===== src/rtl/pulse_burst_generator_pkg.sv =====
// Shared state encoding and config clamping for the pulse burst generator.
package pulse_gen_pkg;

  typedef enum logic [1:0] {
    ST_IDLE = 2'd0,
    ST_HIGH = 2'd1,
    ST_LOW  = 2'd2
  } state_t;

  localparam int unsigned MIN_PERIOD = 2;

  function automatic logic [31:0] clamp_period(input logic [31:0] period);
    return (period < MIN_PERIOD) ? 32'(MIN_PERIOD) : period;
  endfunction

  // High time is kept in [1, P-1] so both phases last at least one cycle.
  function automatic logic [31:0] clamp_high(input logic [31:0] period,
                                             input logic [31:0] high);
    logic [31:0] p_c;
    logic [31:0] h_c;
    p_c = clamp_period(period);
    h_c = (high == 32'd0) ? 32'd1 : high;
    if (h_c >= p_c) h_c = p_c - 32'd1;
    return h_c;
  endfunction

endpackage


===== src/rtl/pulse_burst_generator_if.sv =====
// Control, configuration and status bundle of the pulse burst generator.
interface pulse_burst_generator_if #(
  parameter int CNT_BIT_WID = 32,
  parameter int PER_BIT_WID = 16
);
  logic                   en;
  logic                   trig;
  logic [CNT_BIT_WID-1:0] cfg_num;
  logic [PER_BIT_WID-1:0] cfg_period;
  logic [PER_BIT_WID-1:0] cfg_high;
  logic                   p_out;
  logic                   busy;
  logic                   done;
  logic [CNT_BIT_WID-1:0] p_out_cnt;

  modport master (
    output en, trig, cfg_num, cfg_period, cfg_high,
    input  p_out, busy, done, p_out_cnt
  );

  modport slave (
    input  en, trig, cfg_num, cfg_period, cfg_high,
    output p_out, busy, done, p_out_cnt
  );
endinterface


===== src/rtl/pulse_burst_generator_phase_timer.sv =====
// Loadable down-counter timing the HIGH and LOW phases; expire flags the last cycle.
module pulse_phase_timer #(
  parameter int PER_BIT_WID = 16
) (
  input  logic                   clk,
  input  logic                   rstn,
  input  logic                   load,
  input  logic [PER_BIT_WID-1:0] load_val,
  output logic                   expire
);
  logic [PER_BIT_WID-1:0] cnt_q;

  always_ff @(posedge clk or negedge rstn) begin
    if (!rstn) begin
      cnt_q <= '0;
    end else if (load) begin
      cnt_q <= load_val;
    end else if (cnt_q != '0) begin
      cnt_q <= cnt_q - 1'b1;
    end
  end

  assign expire = (cnt_q == PER_BIT_WID'(1));
endmodule


===== src/rtl/pulse_burst_generator.sv =====
// Trigger-driven burst of N pulses with period P and high time H.
// Optional PULSE_BURST_RETRIG_EN: a trigger while busy restarts the burst.
module pulse_burst_generator
  import pulse_gen_pkg::*;
#(
  parameter int CNT_BIT_WID = 32,
  parameter int PER_BIT_WID = 16,
  parameter int LOOP_TYPE   = 1
) (
  input logic                    clk,
  input logic                    rstn,
  pulse_burst_generator_if.slave bus
);
  state_t                 state_q, state_d;
  logic                   p_out_q, p_out_d;
  logic                   busy_q, busy_d;
  logic                   done_q, done_d;
  logic [CNT_BIT_WID-1:0] cnt_q, cnt_d;
  logic [CNT_BIT_WID-1:0] num_q, num_d;
  logic [PER_BIT_WID-1:0] per_q, per_d;
  logic [PER_BIT_WID-1:0] high_q, high_d;
  logic [PER_BIT_WID-1:0] per_clamp, high_clamp;
  logic                   tmr_load;
  logic [PER_BIT_WID-1:0] tmr_val;
  logic                   tmr_expire;
  logic                   launch;

  assign per_clamp  = PER_BIT_WID'(clamp_period(32'(bus.cfg_period)));
  assign high_clamp = PER_BIT_WID'(clamp_high(32'(bus.cfg_period), 32'(bus.cfg_high)));

  pulse_phase_timer #(.PER_BIT_WID(PER_BIT_WID)) u_timer (
    .clk      (clk),
    .rstn     (rstn),
    .load     (tmr_load),
    .load_val (tmr_val),
    .expire   (tmr_expire)
  );

  always_ff @(posedge clk or negedge rstn) begin
    if (!rstn) begin
      state_q <= ST_IDLE;
      p_out_q <= 1'b0;
      busy_q  <= 1'b0;
      done_q  <= 1'b0;
      cnt_q   <= '0;
      num_q   <= '0;
      per_q   <= '0;
      high_q  <= '0;
    end else begin
      state_q <= state_d;
      p_out_q <= p_out_d;
      busy_q  <= busy_d;
      done_q  <= done_d;
      cnt_q   <= cnt_d;
      num_q   <= num_d;
      per_q   <= per_d;
      high_q  <= high_d;
    end
  end

  always_comb begin
    state_d  = state_q;
    p_out_d  = 1'b0;
    busy_d   = 1'b0;
    done_d   = 1'b0;
    cnt_d    = cnt_q;
    num_d    = num_q;
    per_d    = per_q;
    high_d   = high_q;
    tmr_load = 1'b0;
    tmr_val  = high_q;
    launch   = 1'b0;

    // In loop mode the done cycle itself is the one idle cycle before relaunch.
    if (state_q == ST_IDLE) begin
      launch = bus.en && (bus.trig || ((LOOP_TYPE != 0) && done_q));
    end else if (!bus.en) begin
      state_d = ST_IDLE;
    end
`ifdef PULSE_BURST_RETRIG_EN
    else if (bus.trig) begin
      launch = 1'b1;
    end
`endif
    else begin
      busy_d = 1'b1;
      if (state_q == ST_HIGH) begin
        if (tmr_expire) begin
          state_d  = ST_LOW;
          tmr_load = 1'b1;
          tmr_val  = per_q - high_q;
        end else begin
          p_out_d = 1'b1;
        end
      end else if (tmr_expire) begin
        if (cnt_q < num_q) begin
          state_d  = ST_HIGH;
          p_out_d  = 1'b1;
          cnt_d    = cnt_q + 1'b1;
          tmr_load = 1'b1;
          tmr_val  = high_q;
        end else begin
          state_d = ST_IDLE;
          busy_d  = 1'b0;
          done_d  = 1'b1;
        end
      end
    end

    if (launch) begin
      num_d  = bus.cfg_num;
      per_d  = per_clamp;
      high_d = high_clamp;
      if (bus.cfg_num == '0) begin
        state_d = ST_IDLE;
        p_out_d = 1'b0;
        busy_d  = 1'b0;
        done_d  = 1'b1;
        cnt_d   = '0;
      end else begin
        state_d  = ST_HIGH;
        p_out_d  = 1'b1;
        busy_d   = 1'b1;
        done_d   = 1'b0;
        cnt_d    = CNT_BIT_WID'(1);
        tmr_load = 1'b1;
        tmr_val  = high_clamp;
      end
    end
  end

  assign bus.p_out     = p_out_q;
  assign bus.busy      = busy_q;
  assign bus.done      = done_q;
  assign bus.p_out_cnt = cnt_q;
endmodule


===== src/flat_wrapper.sv =====
// flat-port wrapper written by rule: the top's interface ports become plain ports
module pulse_burst_generator_flat import pulse_gen_pkg::*;
#(
  parameter int CNT_BIT_WID = 32,
  parameter int PER_BIT_WID = 16,
  parameter int LOOP_TYPE   = 1
)
  (clk, rstn, bus_en, bus_trig, bus_cfg_num, bus_cfg_period, bus_cfg_high, bus_p_out, bus_busy, bus_done, bus_p_out_cnt);
  pulse_burst_generator_if #(.CNT_BIT_WID(CNT_BIT_WID), .PER_BIT_WID(PER_BIT_WID)) bus_i ();
  input logic clk;
  input logic rstn;
  input wire logic [$bits(bus_i.en)-1:0] bus_en;
  input wire logic [$bits(bus_i.trig)-1:0] bus_trig;
  input wire logic [$bits(bus_i.cfg_num)-1:0] bus_cfg_num;
  input wire logic [$bits(bus_i.cfg_period)-1:0] bus_cfg_period;
  input wire logic [$bits(bus_i.cfg_high)-1:0] bus_cfg_high;
  output wire logic [$bits(bus_i.p_out)-1:0] bus_p_out;
  output wire logic [$bits(bus_i.busy)-1:0] bus_busy;
  output wire logic [$bits(bus_i.done)-1:0] bus_done;
  output wire logic [$bits(bus_i.p_out_cnt)-1:0] bus_p_out_cnt;
  assign bus_i.en = bus_en;
  assign bus_i.trig = bus_trig;
  assign bus_i.cfg_num = bus_cfg_num;
  assign bus_i.cfg_period = bus_cfg_period;
  assign bus_i.cfg_high = bus_cfg_high;
  assign bus_p_out = bus_i.p_out;
  assign bus_busy = bus_i.busy;
  assign bus_done = bus_i.done;
  assign bus_p_out_cnt = bus_i.p_out_cnt;
  pulse_burst_generator #(.CNT_BIT_WID(CNT_BIT_WID), .PER_BIT_WID(PER_BIT_WID), .LOOP_TYPE(LOOP_TYPE)) u_core (.clk(clk), .rstn(rstn), .bus(bus_i));
endmodule

===== config.mk =====
export PLATFORM = sky130hd
export DESIGN_NAME = pulse_burst_generator_flat
export DESIGN_NICKNAME = d
export VERILOG_FILES = /design/src/rtl/pulse_burst_generator_pkg.sv /design/src/rtl/pulse_burst_generator_if.sv /design/src/rtl/pulse_burst_generator_phase_timer.sv /design/src/rtl/pulse_burst_generator.sv /design/src/flat_wrapper.sv
export SDC_FILE = /design/constraint.sdc
export NUM_CORES = 1
export LEC_CHECK = 0
export CAP_MARGIN = 0
export CORE_MARGIN = 8
export CORE_UTILIZATION = 48
export CTS_CLUSTER_DIAMETER = 100
export DETAILED_ROUTE_END_ITERATION = 8
export GPL_TIMING_DRIVEN = 0
export PLACE_DENSITY = 0.71
export SYNTH_ARGS = -nofsm -noshare
export SYNTH_HDL_FRONTEND = slang
export SYNTH_SLANG_ARGS = --single-unit

===== constraint.sdc =====
create_clock -name clk -period 3.3 [get_ports clk]
set_input_delay 0.66 -clock clk [delete_from_list [all_inputs] [get_ports clk]]
set_output_delay 0.66 -clock clk [all_outputs]
set_load 0.005 [all_outputs]

==> flow_summary.yaml <==
status:
  status: "finished with violations"
  violations: "setup timing"
floorplanning:
  die_height_um: 144
  start_util_pct: 48.5
  row_count: 47
  core_um2: 16300
  ios: 103
  die_area_um2: 20900
  fp.dieW_um: 144
drt:
  wire_per_inst_um: 18.1
  vias: 7780
  routed_wirelength_um: 24500
  drc: 0
  first_pass_iters: 6
  drt_iter0_drc: 559
  antenna_left: 0
  viasPerCell: 5.76
setup_path:
  critPathSlowestCell: "or4_4"
  cp_max_fo: 4
  required_ps: 3610
  critPathMaxStageDelay_ps: 550
  cpLargestDelayFamily: "simple AND/OR/NAND/NOR gates"
  path_cells: "buf_6 > or4_4 > nor3_4 > nand3_2 > nand2_2 > inv_2 > ha_4 > nor3b_2 > o21a_1 > o21ai_2 > a221o_1 > nor2_4 > buf_6 > mux2i_4 > a211oi_2 > a31o_2"
  worstSetupEndpointType: "flop"
  cp_num_buf_inv: 3
  cp_common_cell: "buf_6"
  arrival_ps: 3910
  critical_path_class: "in -> reg"
  crit_path_start_kind: "input port"
clock_tree:
  clock_latency_ps: 430
  numCtsBuffers: 17
  cts_buffer_depth: 2
  clk_pin_slew_ps: 50
  cts_sinks: 117
  cts_max_level: 4
  cts_root_buf: "clkbuf_16"
  cts_tree: "built"
finish:
  final_cell_mix: "nand2_1 (118), dfrtp_1 (115), o21ai_0 (95), clkdlybuf4s50_1 (92), inv_1 (72)"
  num-fill-cells: 1392
  area_growth_syn_to_layout_pct: 34.3
  multi_input_area_um2: 4830
  layout_commonest_cell: "nand2_1"
  final-seq-area_um2: 2930
  final_cells: 1350
  drive_gt1_share_pct: 14.7
  nNetsFinal: 1252
logic_synthesis:
  synth-seq-cells: 117
  syn-num-nets: 1077
  synth_flop_cell: "dfrtp_1"
  yosys_warnings: 0
  synth_edf_count: 0
  synthCells: 942
  async_reset_ff_share_pct: 100
  syn_area_per_cell_um2: 8.41
  synth_area_um2: 7920
  synthDistinctLibCells: 64
  ys_seq_area_share_pct: 36.9
worst_hold_path:
  hp-class: "in -> async"
power_and_ir_drop:
  leakage_nw: 4.66
  fin_total_pwr_w: 0.00529
  power.density_nw_per_um2: 497
  vdd_drop_max_uv: 440
global_routing:
  overflow: 0
  grt_pass1_wl_um: 39000
  grt_max_degree: 75
  track_usage_pct: 23.9
  antenna_found_initial: 0
  grt_pass1_vias: 7731
sta:
  rsz0062_at_grt: "yes"
  fin_ws_ps: -293
  fin_skew_ps: 8.96
  worstMarginPinSlew_ps: 945
  whs_ps: 155
  period_needed_ps: 3590
  hold_viol: 0
  fmax_mhz: 278
  relSlewSlack_pct: 36.5
  finalSetupViolations: 31
  period_share_pct: 109
  slew_viol_final: 0
place:
  detailedPlacementHpwl_um: 17700
  post-place-ws_ps: -1540
  gp_congestion: 0.892
  placed_cells: 1265
  port_buffers: 102
job:
  timing.max_cap.violations: 0
[registers in the layout, indices dropped and copies added, names as in the netlist]
register	count
u_core.bus.busy	1
u_core.bus.done	1
u_core.bus.p_out	1
u_core.bus.p_out_cnt	32
u_core.high_q	16
u_core.num_q	32
u_core.per_q	16
u_core.state_q	2
u_core.u_timer.cnt_q	16
[report_power, final]
part,leakage [nW],internal [W],switching [W]
Clock,0.292,0.00118,0.000652
Combinational,2.88,0.000750,0.000852
Sequential,1.49,0.00166,0.000194
Total,4.66,0.00359,0.00170
[what timing repair did]
| action | 4_1_cts | 5_1_grt |
|---|---|---|
| hold endpoints to repair | 0 | 0 |
| resized for setup | 80 | 41 |
| cloned | 1 | 0 |
| endpoints found under the setup margin | 44 | 49 |
| hold buffers | 0 | 0 |
| buffers inserted | 38 | 20 |
| pin swaps | 21 | 31 |
[cells in the mapped netlist, types with 3 or more instances]
| cell type | n | share of area [%] |
|---|---|---|
| a2111oi_0 | 4 | 0.44 |
| clkbuf_1 | 40 | 1.9 |
| buf_2 | 4 | 0.25 |
| buf_1 | 3 | 0.14 |
| nand2_1 | 121 | 5.7 |
| dfrtp_1 | 117 | 37 |
| and3_1 | 16 | 1.3 |
| mux2i_1 | 12 | 1.5 |
| nor2_1 | 53 | 2.5 |
| and4_1 | 3 | 0.33 |
| xor2_1 | 19 | 2.1 |
| xnor2_1 | 24 | 2.7 |
| o21a_1 | 5 | 0.47 |
| a211oi_1 | 5 | 0.47 |
| a21o_1 | 11 | 1.0 |
| nand2b_1 | 5 | 0.39 |
| ha_1 | 66 | 10 |
| or4_1 | 10 | 0.95 |
| o31ai_1 | 8 | 0.76 |
| nor3_1 | 21 | 1.3 |
| nand3_1 | 21 | 1.3 |
| o2111ai_1 | 7 | 0.77 |
| a31oi_1 | 3 | 0.24 |
| a41oi_1 | 3 | 0.33 |
| o22ai_1 | 4 | 0.32 |
| o21ai_0 | 115 | 7.3 |
| and2_1 | 4 | 0.32 |
| or3_1 | 17 | 1.3 |
| nand4_1 | 15 | 1.2 |
| a21oi_1 | 48 | 3.0 |
| o211ai_1 | 13 | 1.2 |
| or2_2 | 3 | 0.24 |
| inv_1 | 73 | 3.5 |
| nor2b_1 | 7 | 0.55 |
| nor4_1 | 19 | 1.5 |
| mux2_2 | 5 | 0.71 |
[cell type report]
cell class	count	area share [%]
Antenna cell	1	0.0235
Buffer	50	2.13
Clock buffer	22	4.55
Clock inverter	9	0.952
Inverter	73	2.57
Multi-Input combinational cell	702	45.4
Sequential cell	117	27.5
Tap cell	220	2.59
Timing Repair Buffer	156	14.2
[metal layers]
metal  wire, um  global-route usage [%]  share of wire, %  vias up
li1           -                       -                 -     3716
met1      11000                    31.6                45     3779
met3       1400                    3.90               5.7       38
met2      11600                    39.2                48      247
met5          0                       0                 0        -
met4        476                    7.61               1.9        0
[stage by stage]
| step | util [%] | cell area [um2] | TNS [ps] |
|---|---|---|---|
| 5_1_grt | 65.1 | 10600 | -10510 |
| 4_1_cts | 63.7 | 10400 | -2970 |
| 3_3_place_gp | 56.8 | 9290 | -401550 |
| 3_5_place_dp | 57.0 | 9320 | -40980 |
| 2_1_floorplan | - | 7990 | -8320 |
| 6_report | 65.1 | 10600 | -5850 |
[final timing paths]
check,startpoint,endpoint,slack [ps],depth (start not counted)
min in group clk,u_core.per_q[0],u_core.per_q[0],490,2
max in group asynchronous,rstn,u_core.bus.p_out_cnt[27],2420,2
max reg2reg,u_core.u_timer.cnt_q[4],u_core.u_timer.cnt_q[14],50,8
min,rstn,u_core.num_q[9],160,1
min reg2reg,u_core.per_q[0],u_core.per_q[0],490,2
max,bus_cfg_period[11],u_core.u_timer.cnt_q[2],-290,16
[cells by family (layout without fill, tap and decap cells)]
kind of cell | count (synthesis) | after routing | synth area share [%]
muxes | 17 | 17 | 2.23
other | 0 | 1 | 0
adders and majority gates | 67 | 67 | 10.7
and+or+nand+nor | 328 | 328 | 20.6
AOI/OAI and AO/OA | 247 | 247 | 18.7
buffers and inverters | 123 | 310 | 6.13
xor gates and xnor gates | 43 | 43 | 4.75
DFF | 117 | 117 | 36.9
No activity file was read; power rests on OpenSTA's default activity.
